$ cat src/rtl/control_unit_v2_pkg.sv
// Shared constants for the multicycle SPARC-subset control unit and its datapath:
// state codes, mux select encodings, opcode fields and branch-condition helpers.
package control_unit_v2_pkg;

    typedef enum logic [4:0] {
        S_RESET    = 5'd0,
        S_INIT     = 5'd1,
        S_FETCH0   = 5'd2,
        S_FETCH1   = 5'd3,
        S_FETCH2   = 5'd4,
        S_DECODE   = 5'd5,
        S_ARITH    = 5'd6,
        S_SETHI    = 5'd7,
        S_BR       = 5'd8,
        S_BR_ANNUL = 5'd9,
        S_CALL1    = 5'd10,
        S_CALL2    = 5'd11,
        S_LS_ADDR  = 5'd12,
        S_LD_MEM   = 5'd13,
        S_LD_WB    = 5'd14,
        S_ST_DATA  = 5'd15,
        S_ST_MEM   = 5'd16,
        S_NEXT_PC  = 5'd17,
        S_TRAP     = 5'd18,
        S_HALT     = 5'd19
    } state_t;

    localparam logic [1:0] ALUA_PA   = 2'd0;
    localparam logic [1:0] ALUA_PC   = 2'd1;
    localparam logic [1:0] ALUA_NPC  = 2'd2;
    localparam logic [1:0] ALUA_ZERO = 2'd3;

    localparam logic [2:0] ALUB_PB   = 3'd0;
    localparam logic [2:0] ALUB_EXT  = 3'd1;
    localparam logic [2:0] ALUB_FOUR = 3'd2;
    localparam logic [2:0] ALUB_MDR  = 3'd3;
    localparam logic [2:0] ALUB_ZERO = 3'd4;

    localparam logic [1:0] PCIN_NPC = 2'd0;
    localparam logic [1:0] PCIN_ALU = 2'd1;
    localparam logic [1:0] PCIN_TBR = 2'd2;

    localparam logic MDR_ALU = 1'b0;
    localparam logic MDR_RAM = 1'b1;

    localparam logic [2:0] EXT_SIMM13 = 3'd0;
    localparam logic [2:0] EXT_DISP22 = 3'd1;
    localparam logic [2:0] EXT_DISP30 = 3'd2;
    localparam logic [2:0] EXT_IMM22  = 3'd3;

    localparam logic [5:0] ALU_ADD = 6'b000000;
    localparam logic [5:0] OP3_LD  = 6'b000000;
    localparam logic [5:0] OP3_ST  = 6'b000100;

    localparam logic [1:0] OP_FMT2  = 2'b00;
    localparam logic [1:0] OP_CALL  = 2'b01;
    localparam logic [1:0] OP_ARITH = 2'b10;
    localparam logic [1:0] OP_MEM   = 2'b11;

    localparam logic [2:0] OP2_BICC  = 3'b010;
    localparam logic [2:0] OP2_SETHI = 3'b100;

    localparam logic [2:0] TT_ILLEGAL   = 3'b010;
    localparam logic       TBR_MUX_TT   = 1'b1;
    localparam logic [1:0] PSR_MUX_TRAP = 2'd1;
    localparam logic [4:0] REG_LINK     = 5'd15;

    function automatic logic br_taken(input logic bla, input logic ba, input logic bn);
        return (bla | ba) & ~bn;
    endfunction

    // The annul bit squashes the delay slot when not taken, and always for branch-always.
    function automatic logic br_annul(input logic a, input logic taken, input logic ba);
        return a & (~taken | ba);
    endfunction

endpackage

$ cat src/rtl/control_unit_v2.sv
// Multicycle control FSM: one state register, a next-state block and a
// combinational output decode of the state and the current instruction.
module control_unit_v2
    import control_unit_v2_pkg::*;
(
    input  logic        Clk,
    input  logic        RESET,
    input  logic [31:0] IR_Out,
    input  logic        MFC,
    input  logic        MSET,
    input  logic        out_BLA,
    input  logic        BA_O,
    input  logic        BN_O,
    input  logic        S,
    input  logic        PS,
    input  logic        ET,
    output logic        IR_enable,
    output logic        PC_enable,
    output logic        NPC_enable,
    output logic        MDR_Enable,
    output logic        MAR_Enable,
    output logic        register_file_enable,
    output logic        RAM_enable,
    output logic        PSR_Enable,
    output logic        TBR_enable,
    output logic        PC_Clr,
    output logic        PSR_Clr,
    output logic        TBR_Clr,
    output logic [4:0]  in_PA,
    output logic [4:0]  in_PB,
    output logic [4:0]  in_PC,
    output logic [5:0]  ALU_op,
    output logic [5:0]  RAM_OpCode,
    output logic [2:0]  tt,
    output logic [2:0]  extender_select,
    output logic [2:0]  ALUB_Mux_select,
    output logic [1:0]  PC_In_Mux_select,
    output logic [1:0]  ALUA_Mux_select,
    output logic [1:0]  PSR_Mux_select,
    output logic        MDR_Mux_select,
    output logic        TBR_Mux_select
);

    state_t state_q, state_d;
    logic   taken, annul;
    logic   unused_ok;

    wire [1:0] op  = IR_Out[31:30];
    wire [2:0] op2 = IR_Out[24:22];
    wire [5:0] op3 = IR_Out[24:19];
    wire       imm = IR_Out[13];

    assign taken     = br_taken(out_BLA, BA_O, BN_O);
    assign annul     = br_annul(IR_Out[29], taken, BA_O);
    assign unused_ok = ^{MSET, S, PS, IR_Out[12:5]};

    always_ff @(posedge Clk) begin
        if (RESET) state_q <= S_RESET;
        else       state_q <= state_d;
    end

    always_comb begin
        state_d = state_q;
        case (state_q)
            S_RESET:  state_d = S_INIT;
            S_INIT:   state_d = S_FETCH0;
            S_FETCH0: state_d = S_FETCH1;
            S_FETCH1: if (MFC) state_d = S_FETCH2;
            S_FETCH2: state_d = S_DECODE;
            S_DECODE: begin
                case (op)
                    OP_FMT2: begin
                        if      (op2 == OP2_BICC)  state_d = S_BR;
                        else if (op2 == OP2_SETHI) state_d = S_SETHI;
                        else                       state_d = S_TRAP;
                    end
                    OP_CALL:  state_d = S_CALL1;
                    OP_ARITH: state_d = S_ARITH;
                    default: begin
                        if (op3 == OP3_LD || op3 == OP3_ST) state_d = S_LS_ADDR;
                        else                                state_d = S_TRAP;
                    end
                endcase
            end
            S_ARITH:   state_d = S_NEXT_PC;
            S_SETHI:   state_d = S_NEXT_PC;
            S_BR: begin
                if (taken && !annul) state_d = S_FETCH0;
                else if (annul)      state_d = S_BR_ANNUL;
                else                 state_d = S_NEXT_PC;
            end
            S_BR_ANNUL: state_d = S_FETCH0;
            S_CALL1:    state_d = S_CALL2;
            S_CALL2:    state_d = S_FETCH0;
            S_LS_ADDR:  state_d = (op3 == OP3_LD) ? S_LD_MEM : S_ST_DATA;
            S_LD_MEM:   if (MFC) state_d = S_LD_WB;
            S_LD_WB:    state_d = S_NEXT_PC;
            S_ST_DATA:  state_d = S_ST_MEM;
            S_ST_MEM:   if (MFC) state_d = S_NEXT_PC;
            S_NEXT_PC:  state_d = S_FETCH0;
            // Trap reuses BR_ANNUL to rebuild NPC from the freshly loaded PC.
            S_TRAP:     state_d = ET ? S_BR_ANNUL : S_HALT;
            S_HALT:     state_d = S_HALT;
            default:    state_d = S_RESET;
        endcase
    end

    always_comb begin
        IR_enable            = 1'b0;
        PC_enable            = 1'b0;
        NPC_enable           = 1'b0;
        MDR_Enable           = 1'b0;
        MAR_Enable           = 1'b0;
        register_file_enable = 1'b0;
        RAM_enable           = 1'b0;
        PSR_Enable           = 1'b0;
        TBR_enable           = 1'b0;
        PC_Clr               = 1'b0;
        PSR_Clr              = 1'b0;
        TBR_Clr              = 1'b0;
        in_PA                = IR_Out[18:14];
        in_PB                = IR_Out[4:0];
        in_PC                = IR_Out[29:25];
        ALU_op               = ALU_ADD;
        RAM_OpCode           = '0;
        tt                   = '0;
        extender_select      = EXT_SIMM13;
        ALUB_Mux_select      = ALUB_PB;
        PC_In_Mux_select     = PCIN_NPC;
        ALUA_Mux_select      = ALUA_PA;
        PSR_Mux_select       = '0;
        MDR_Mux_select       = MDR_ALU;
        TBR_Mux_select       = 1'b0;
        case (state_q)
            S_RESET: begin
                PC_Clr  = 1'b1;
                PSR_Clr = 1'b1;
                TBR_Clr = 1'b1;
            end
            S_INIT: begin
                ALUA_Mux_select = ALUA_ZERO;
                ALUB_Mux_select = ALUB_FOUR;
                NPC_enable      = 1'b1;
            end
            S_FETCH0: begin
                ALUA_Mux_select = ALUA_PC;
                ALUB_Mux_select = ALUB_ZERO;
                MAR_Enable      = 1'b1;
            end
            S_FETCH1: begin
                RAM_enable     = 1'b1;
                RAM_OpCode     = OP3_LD;
                MDR_Mux_select = MDR_RAM;
                MDR_Enable     = 1'b1;
            end
            S_FETCH2: IR_enable = 1'b1;
            S_ARITH: begin
                ALUA_Mux_select      = ALUA_PA;
                ALUB_Mux_select      = imm ? ALUB_EXT : ALUB_PB;
                extender_select      = EXT_SIMM13;
                ALU_op               = op3;
                register_file_enable = 1'b1;
                PSR_Enable           = IR_Out[23];
            end
            S_SETHI: begin
                ALUA_Mux_select      = ALUA_ZERO;
                ALUB_Mux_select      = ALUB_EXT;
                extender_select      = EXT_IMM22;
                register_file_enable = 1'b1;
            end
            S_BR: begin
                extender_select = EXT_DISP22;
                if (taken && !annul) begin
                    PC_In_Mux_select = PCIN_NPC;
                    PC_enable        = 1'b1;
                    ALUA_Mux_select  = ALUA_PC;
                    ALUB_Mux_select  = ALUB_EXT;
                    NPC_enable       = 1'b1;
                end else if (taken && annul) begin
                    ALUA_Mux_select  = ALUA_PC;
                    ALUB_Mux_select  = ALUB_EXT;
                    PC_In_Mux_select = PCIN_ALU;
                    PC_enable        = 1'b1;
                end else if (annul) begin
                    ALUA_Mux_select  = ALUA_NPC;
                    ALUB_Mux_select  = ALUB_FOUR;
                    PC_In_Mux_select = PCIN_ALU;
                    PC_enable        = 1'b1;
                end
            end
            S_BR_ANNUL: begin
                ALUA_Mux_select = ALUA_PC;
                ALUB_Mux_select = ALUB_FOUR;
                NPC_enable      = 1'b1;
            end
            S_CALL1: begin
                ALUA_Mux_select      = ALUA_PC;
                ALUB_Mux_select      = ALUB_ZERO;
                in_PC                = REG_LINK;
                register_file_enable = 1'b1;
            end
            S_CALL2: begin
                PC_In_Mux_select = PCIN_NPC;
                PC_enable        = 1'b1;
                ALUA_Mux_select  = ALUA_PC;
                ALUB_Mux_select  = ALUB_EXT;
                extender_select  = EXT_DISP30;
                NPC_enable       = 1'b1;
            end
            S_LS_ADDR: begin
                ALUA_Mux_select = ALUA_PA;
                ALUB_Mux_select = imm ? ALUB_EXT : ALUB_PB;
                extender_select = EXT_SIMM13;
                MAR_Enable      = 1'b1;
            end
            S_LD_MEM: begin
                RAM_enable     = 1'b1;
                RAM_OpCode     = op3;
                MDR_Mux_select = MDR_RAM;
                MDR_Enable     = 1'b1;
            end
            S_LD_WB: begin
                ALUA_Mux_select      = ALUA_ZERO;
                ALUB_Mux_select      = ALUB_MDR;
                register_file_enable = 1'b1;
            end
            S_ST_DATA: begin
                in_PB           = IR_Out[29:25];
                ALUA_Mux_select = ALUA_ZERO;
                ALUB_Mux_select = ALUB_PB;
                MDR_Mux_select  = MDR_ALU;
                MDR_Enable      = 1'b1;
            end
            S_ST_MEM: begin
                RAM_enable = 1'b1;
                RAM_OpCode = OP3_ST;
            end
            S_NEXT_PC: begin
                PC_In_Mux_select = PCIN_NPC;
                PC_enable        = 1'b1;
                ALUA_Mux_select  = ALUA_NPC;
                ALUB_Mux_select  = ALUB_FOUR;
                NPC_enable       = 1'b1;
            end
            S_TRAP: begin
                if (ET) begin
                    tt               = TT_ILLEGAL;
                    TBR_Mux_select   = TBR_MUX_TT;
                    TBR_enable       = 1'b1;
                    PSR_Mux_select   = PSR_MUX_TRAP;
                    PSR_Enable       = 1'b1;
                    PC_In_Mux_select = PCIN_TBR;
                    PC_enable        = 1'b1;
                end
            end
            default: ;
        endcase
    end

endmodule

$ cat config.mk
export PLATFORM = sky130hd
export DESIGN_NAME = control_unit_v2
export DESIGN_NICKNAME = d
export VERILOG_FILES = /design/src/rtl/control_unit_v2_pkg.sv /design/src/rtl/control_unit_v2.sv
export SDC_FILE = /design/constraint.sdc
export NUM_CORES = 1
export LEC_CHECK = 0
export CAP_MARGIN = 10
export CORE_MARGIN = 4
export CORE_UTILIZATION = 35
export CTS_BUF_LIST = sky130_fd_sc_hd__clkbuf_4
export DETAILED_ROUTE_END_ITERATION = 10
export PLACE_DENSITY = 0.86
export RECOVER_POWER = 25
export SYNTH_ARGS = -nofsm -noshare
export SYNTH_HDL_FRONTEND = slang
export SYNTH_SLANG_ARGS = --single-unit
$ cat constraint.sdc
create_clock -name Clk -period 2.1 [get_ports Clk]
set_input_delay 0.42 -clock Clk [delete_from_list [all_inputs] [get_ports Clk]]
set_output_delay 0.42 -clock Clk [all_outputs]
set_load 0.05 [all_outputs]
# Word-level counts from Yosys, hierarchy flattened
# Index checks and enable logic that the tools add are counted.
[totals]
reg_bits = 5
word_cells = 107
input_bits = 42
output_inout_bits = 56
[classes]
reduce_logical = 22
n_eq_ne = 27
n_bitwise = 6
mux = 51
[ops]
columns = ["operator", "count"]
rows = [
  ["5-bit case mux with 15 select lines", 1],
  ["5-bit two-way mux", 11],
  ["5-bit by 4-bit == test with 1-bit output (second input constant)", 8],
  ["5-bit by 3-bit == test with 1-bit output (second input constant)", 4],
  ["5-bit == test (second input constant)", 4],
  ["2-bit two-way mux", 10],
  ["1-bit two-way mux", 19],
  ["3-bit case mux with 6 select lines", 1],
  ["4-bit OR reduction", 4],
  ["5-bit case mux with 3 select lines", 1],
  ["6-bit case mux with 2 select lines", 1],
  ["2-bit OR reduction", 6],
  ["3-bit OR reduction", 4],
  ["5-bit by 2-bit == test with 1-bit output (second input constant)", 2],
  ["2-bit case mux with 4 select lines", 1],
  ["6-bit by 3-bit == test with 1-bit output (second input constant)", 1],
  ["6-bit zero test", 1],
  ["6-bit two-way mux", 1],
  ["2-bit inequality test (second input constant)", 3],
  ["2-bit case mux with 3 select lines", 1],
  ["5-bit by 1-bit == test with 1-bit output (second input constant)", 1],
  ["5-bit zero test", 1],
  ["1-bit case mux with 2 select lines", 2],
  ["2-bit case mux with 2 select lines", 1],
  ["13 further kinds", 17],
]

# Logic depth before layout (Yosys ltp)
[depth]
depth_word = 9
ltp_mapped = 6
depth_no_buf = 6

# Least setup slack after synthesis
# No wires, ideal clock.
[synth_path]
kind = "register -> output"
startpoint = "register state_q[4]"
endpoint = "output port register_file_enable"
setup_slack_ps = -584
t_arrival_ps = 2264
required_ps = 1680
path_stages_with_launch = 4
path_cell_list = "dfxtp_1 > buf_8 > buf_2 > nor4b_1"
[synth_via]
elab_chain_len = 3
word_cells_on_any_way = 6
cone_classes = "eq/ne: 4; mux: 1; reduce/logical: 1"
[synth_lines]
columns = ["element", "line_no", "text"]
rows = [
  ["start: declaration", "control_unit_v2.sv:44", "state_t state_q, state_d;"],
  ["start signal: assignment", "control_unit_v2.sv:59", "else state_q <= state_d;"],
  ["5-bit by 4-bit == test with 1-bit output / 5-bit by 3-bit == test with 1-bit output (equally long branches)", "control_unit_v2.sv:134", "case (state_q)"],
  ["4-bit OR reduction (no line) *", "--", ""],
  ["1-bit two-way mux *", "control_unit_v2.sv:134", ""],
  ["end: declaration", "control_unit_v2.sv:22", "output logic register_file_enable,"],
]
# Mark *: on every way between the ends. The rest lies on a longest branch, timed or not.

# Final worst setup path
[layout_path]
startpoint = "register state_q[2]"
endpoint = "output port RAM_enable"
[layout_via]
elab_chain_len = 3
word_cells_on_any_way = 5
cone_classes = "eq/ne: 3; mux: 1; reduce/logical: 1"
[layout_lines]
columns = ["element", "line_no", "text"]
rows = [
  ["5-bit by 4-bit == test with 1-bit output (tied with other cells)", "control_unit_v2.sv:134", ""],
  ["3-bit OR reduction (no line) *", "--", ""],
  ["1-bit two-way mux *", "control_unit_v2.sv:134", ""],
  ["end: declaration", "control_unit_v2.sv:23", "output logic RAM_enable,"],
]
# Marked as above.

==> metrics.md <==
| Metric | Value |
|---|---|
| Remaining DRCs | 0 |
| Cell taking the most area after synthesis | buf_4 |
| WL/cell | 17.2 um |
| Total track usage | 22.4% |
| Vias in the first global route | 1,809 |
| Avg Vias per Cell | 5.62 |
| Distinct cells, synth | 55 |
| CP Launch Type | flip-flop |
| Fin crit period | 2.11 ns |
| Core ar. | 0.00344 mm^2 |
| CTS Buf Count | 3 |
| DP HPWL | 4170 um |
| Setup_tns | -0.0130 ns |
| CTS H-tree depth | 1 |
| Tcrit/Tclk final | 100% |
| # IOs | 98 |
| Drt total wl | 5570 um |
| Status | complete, but fails checks |
| Worst-path fanout max | 8 |
| Final setup fails | 2 |
| Initial drt markers | 90 |
| Fin cells | 324 |
| P&R area growth vs syn | 115% |
| Failing checks | negative setup slack |
| FFs w/ async S/R, synth | 0% |
| Hold path depth | 4 |
| Leakage | 0.00114 uW |
| Max FFs per register | 5 |
| Hold_buf cts | 0 |
| Largest net degree at the start of global routing | 17 |
| Post-synth EDFFs | 0 |
| Footprint of the multi-input gates | 0.00112 mm^2 |
| Hold Path Class | reg -> reg |
| Congestion Overflow GR | 0 |
| Rows | 21 |
| DR vias | 1,821 |
| IO Port Bufs | 72 |
| Root Buffer | clkbuf_4 |
| Biggest register | state_q |
| Synthesized area per cell | 6.65 um^2 |
| Main flop type after synthesis | dfxtp_1 |
| Antenna-violating nets left | 0 |
| Pre-CTS setup slack | -0.124 ns |
| Syn Inst Count | 192 |
| Clock net sink count | 5 |
| First-pass GRT wire length | 8070 um |
| Synth Area in Adders | 3.92% |
| Max Freq | 474 MHz |
| CTS tree | yes |
| Clock skew | 0.00319 ns |
| Hold Violations, Final | 0 |
| Reg clk slew, reported paths | 0.04 ns |
| Netlist Area Pre-Place | 0.00128 mm^2 |
| Post-synthesis compound-gate area fraction | 24.6% |
| Peak VDD IR | 0.236 mV |
| Crit path capture type | primary output |
| Post-synthesis mux area share | 4.41% |
| Synth area leaders | buf_4 (11%), dfxtp_1 (7.8%), and2_1 (6.4%) |
| Worst skew pair latency | 0.24 ns |
| Die width | 68.4 um |
| Top-count cell post-synth | nor2_1 |
| Initial core utilization | 37.1% |
| Number of filler cells placed in the layout | 213 |
| Slew Viols, Final | 0 |
| Simple-gate share of the synthesized area | 41.1% |
| Final WS setup | -0.0100 ns |
| XOR/XNOR Fraction of Synth Area | 1.37% |
| DRT Pass-1 Iters | 4 |
| Die area | 0.00468 mm^2 |
| Register area | 116 um^2 |
| Fraction of layout cells with a size suffix above 1 | 45.3% |
| Critical Path AT | 1.69 ns |
| Power Density | 450 mW/mm^2 |
| Top post-synthesis cells by count | nor2_1 (19), buf_4 (18), nand2_1 (16) |
| Unrepaired setup endpoints after global routing | yes |
| Bufs on Longest Clock Path | 2 |
| Worst setup path class | reg -> out |
| Chip height | 68.4 um |
| Worst Path Required | 1.68 ns |
| YS warnings | 0 |
| Nets | 325 |
| Yosys top cell area share | 10.6% |
| Max Cap Viol | 0 |
| Biggest regs | state_q: 5 flops |
| Initial antenna violation count | 0 |
| GP Congestion | 0.996 |
| FF+latch count, synth | 5 |
| Largest family of logic cells by synthesized area | simple AND/OR/NAND/NOR gates |
| Placed Cells | 314 |
| Number of diodes | 0 |
| Length in cells of the worst reg-to-reg path | 7 |
| Seq/Total Area, Yosys | 7.84% |
-- worst max-delay path: stages (launching register included) --
cell	delay (ns)
dfxtp_4	0.37
buf_6	0.14
and3_4	0.18
a21oi_2	0.04
or3b_4	0.46
o21ai_4	0.09
buf_12	0.15
-- final timing paths --
check,slack (ns),endpoint,start
max reg2reg,0.18,state_q[0],state_q[2]
max,-0.01,RAM_enable,state_q[2]
min reg2reg,0.76,state_q[1],state_q[3]
min,0.76,state_q[1],state_q[3]
-- area by class of cell --
class | instances | area share [%]
inverters | 8 | 1.10
multi-input cells | 157 | 40.8
flip-flops and latches | 5 | 4.24
well taps | 46 | 2.10
clock buffers | 4 | 1.10
repair buffers | 104 | 50.7
-- cell families after synthesis --
| kind of cell | after synthesis |
|---|---|
| AOI/OAI and AO/OA | 48 |
| xor gates and xnor gates | 2 |
| adders and majority gates | 4 |
| buffers and inverters | 33 |
| DFF | 5 |
| muxes | 5 |
| other | 1 |
| and+or+nand+nor | 94 |
-- routing by layer --
layer	part of all wire [%]	wire length, um	track usage [%]	up-vias
met5	0	0	0	-
met4	2.7	151	9.93	0
met3	9.7	542	4.43	16
met2	53	2960	44.1	107
met1	34	1910	21.9	856
li1	-	-	-	842
-- timing repair --
action | in CTS | in global routing
endpoints found under the setup margin | 26 | 16
endpoints found under the hold margin | 0 | 0
pin swaps | 6 | 5
gates resized for setup | 28 | 20
buffers inserted | 0 | 6
-- through the flow --
stage | power [uW] | util [%] | cell area (um^2) | hold WS, ns
2_1_floorplan | 639 | - | 1310 | 0.489
3_3_place_gp | 988 | 73.0 | 2510 | 0.735
3_5_place_dp | 1010 | 73.0 | 2510 | 0.811
4_1_cts | 1160 | 76.5 | 2630 | 0.726
5_1_grt | 1290 | 79.6 | 2740 | 0.798
6_report | 1230 | 79.6 | 2740 | 0.758
-- report_power, final --
part / switching, uW / internal, uW
clock: 40.3 / 84.8
sequential: 28.7 / 105
combinational: 528 / 447
total: 597 / 637
-- cells in the final DEF, fill, tap and decap left out, types with 2 or more instances in the layout --
cell	count
a211oi_1	2
a21oi_1	10
a21oi_2	2
a31oi_1	2
and2_1	12
and2b_1	2
and3_4	2
buf_12	42
buf_4	32
buf_6	4
clkbuf_4	4
clkdlybuf4s15_1	2
clkdlybuf4s50_1	22
conb_1	4
dfxtp_4	4
ha_1	4
inv_1	6
inv_2	2
mux2_2	5
nand2_1	14
nand2_2	2
nand2b_1	5
nand3_1	6
nor2_1	13
nor2_2	5
nor2_4	2
nor2b_1	2
nor2b_4	2
nor3_1	9
nor3_2	2
nor3b_1	2
o211ai_1	4
o21ai_0	5
o21ai_1	5
o21ai_4	2
o41a_1	2
No activity file was read; power rests on OpenSTA's default activity.
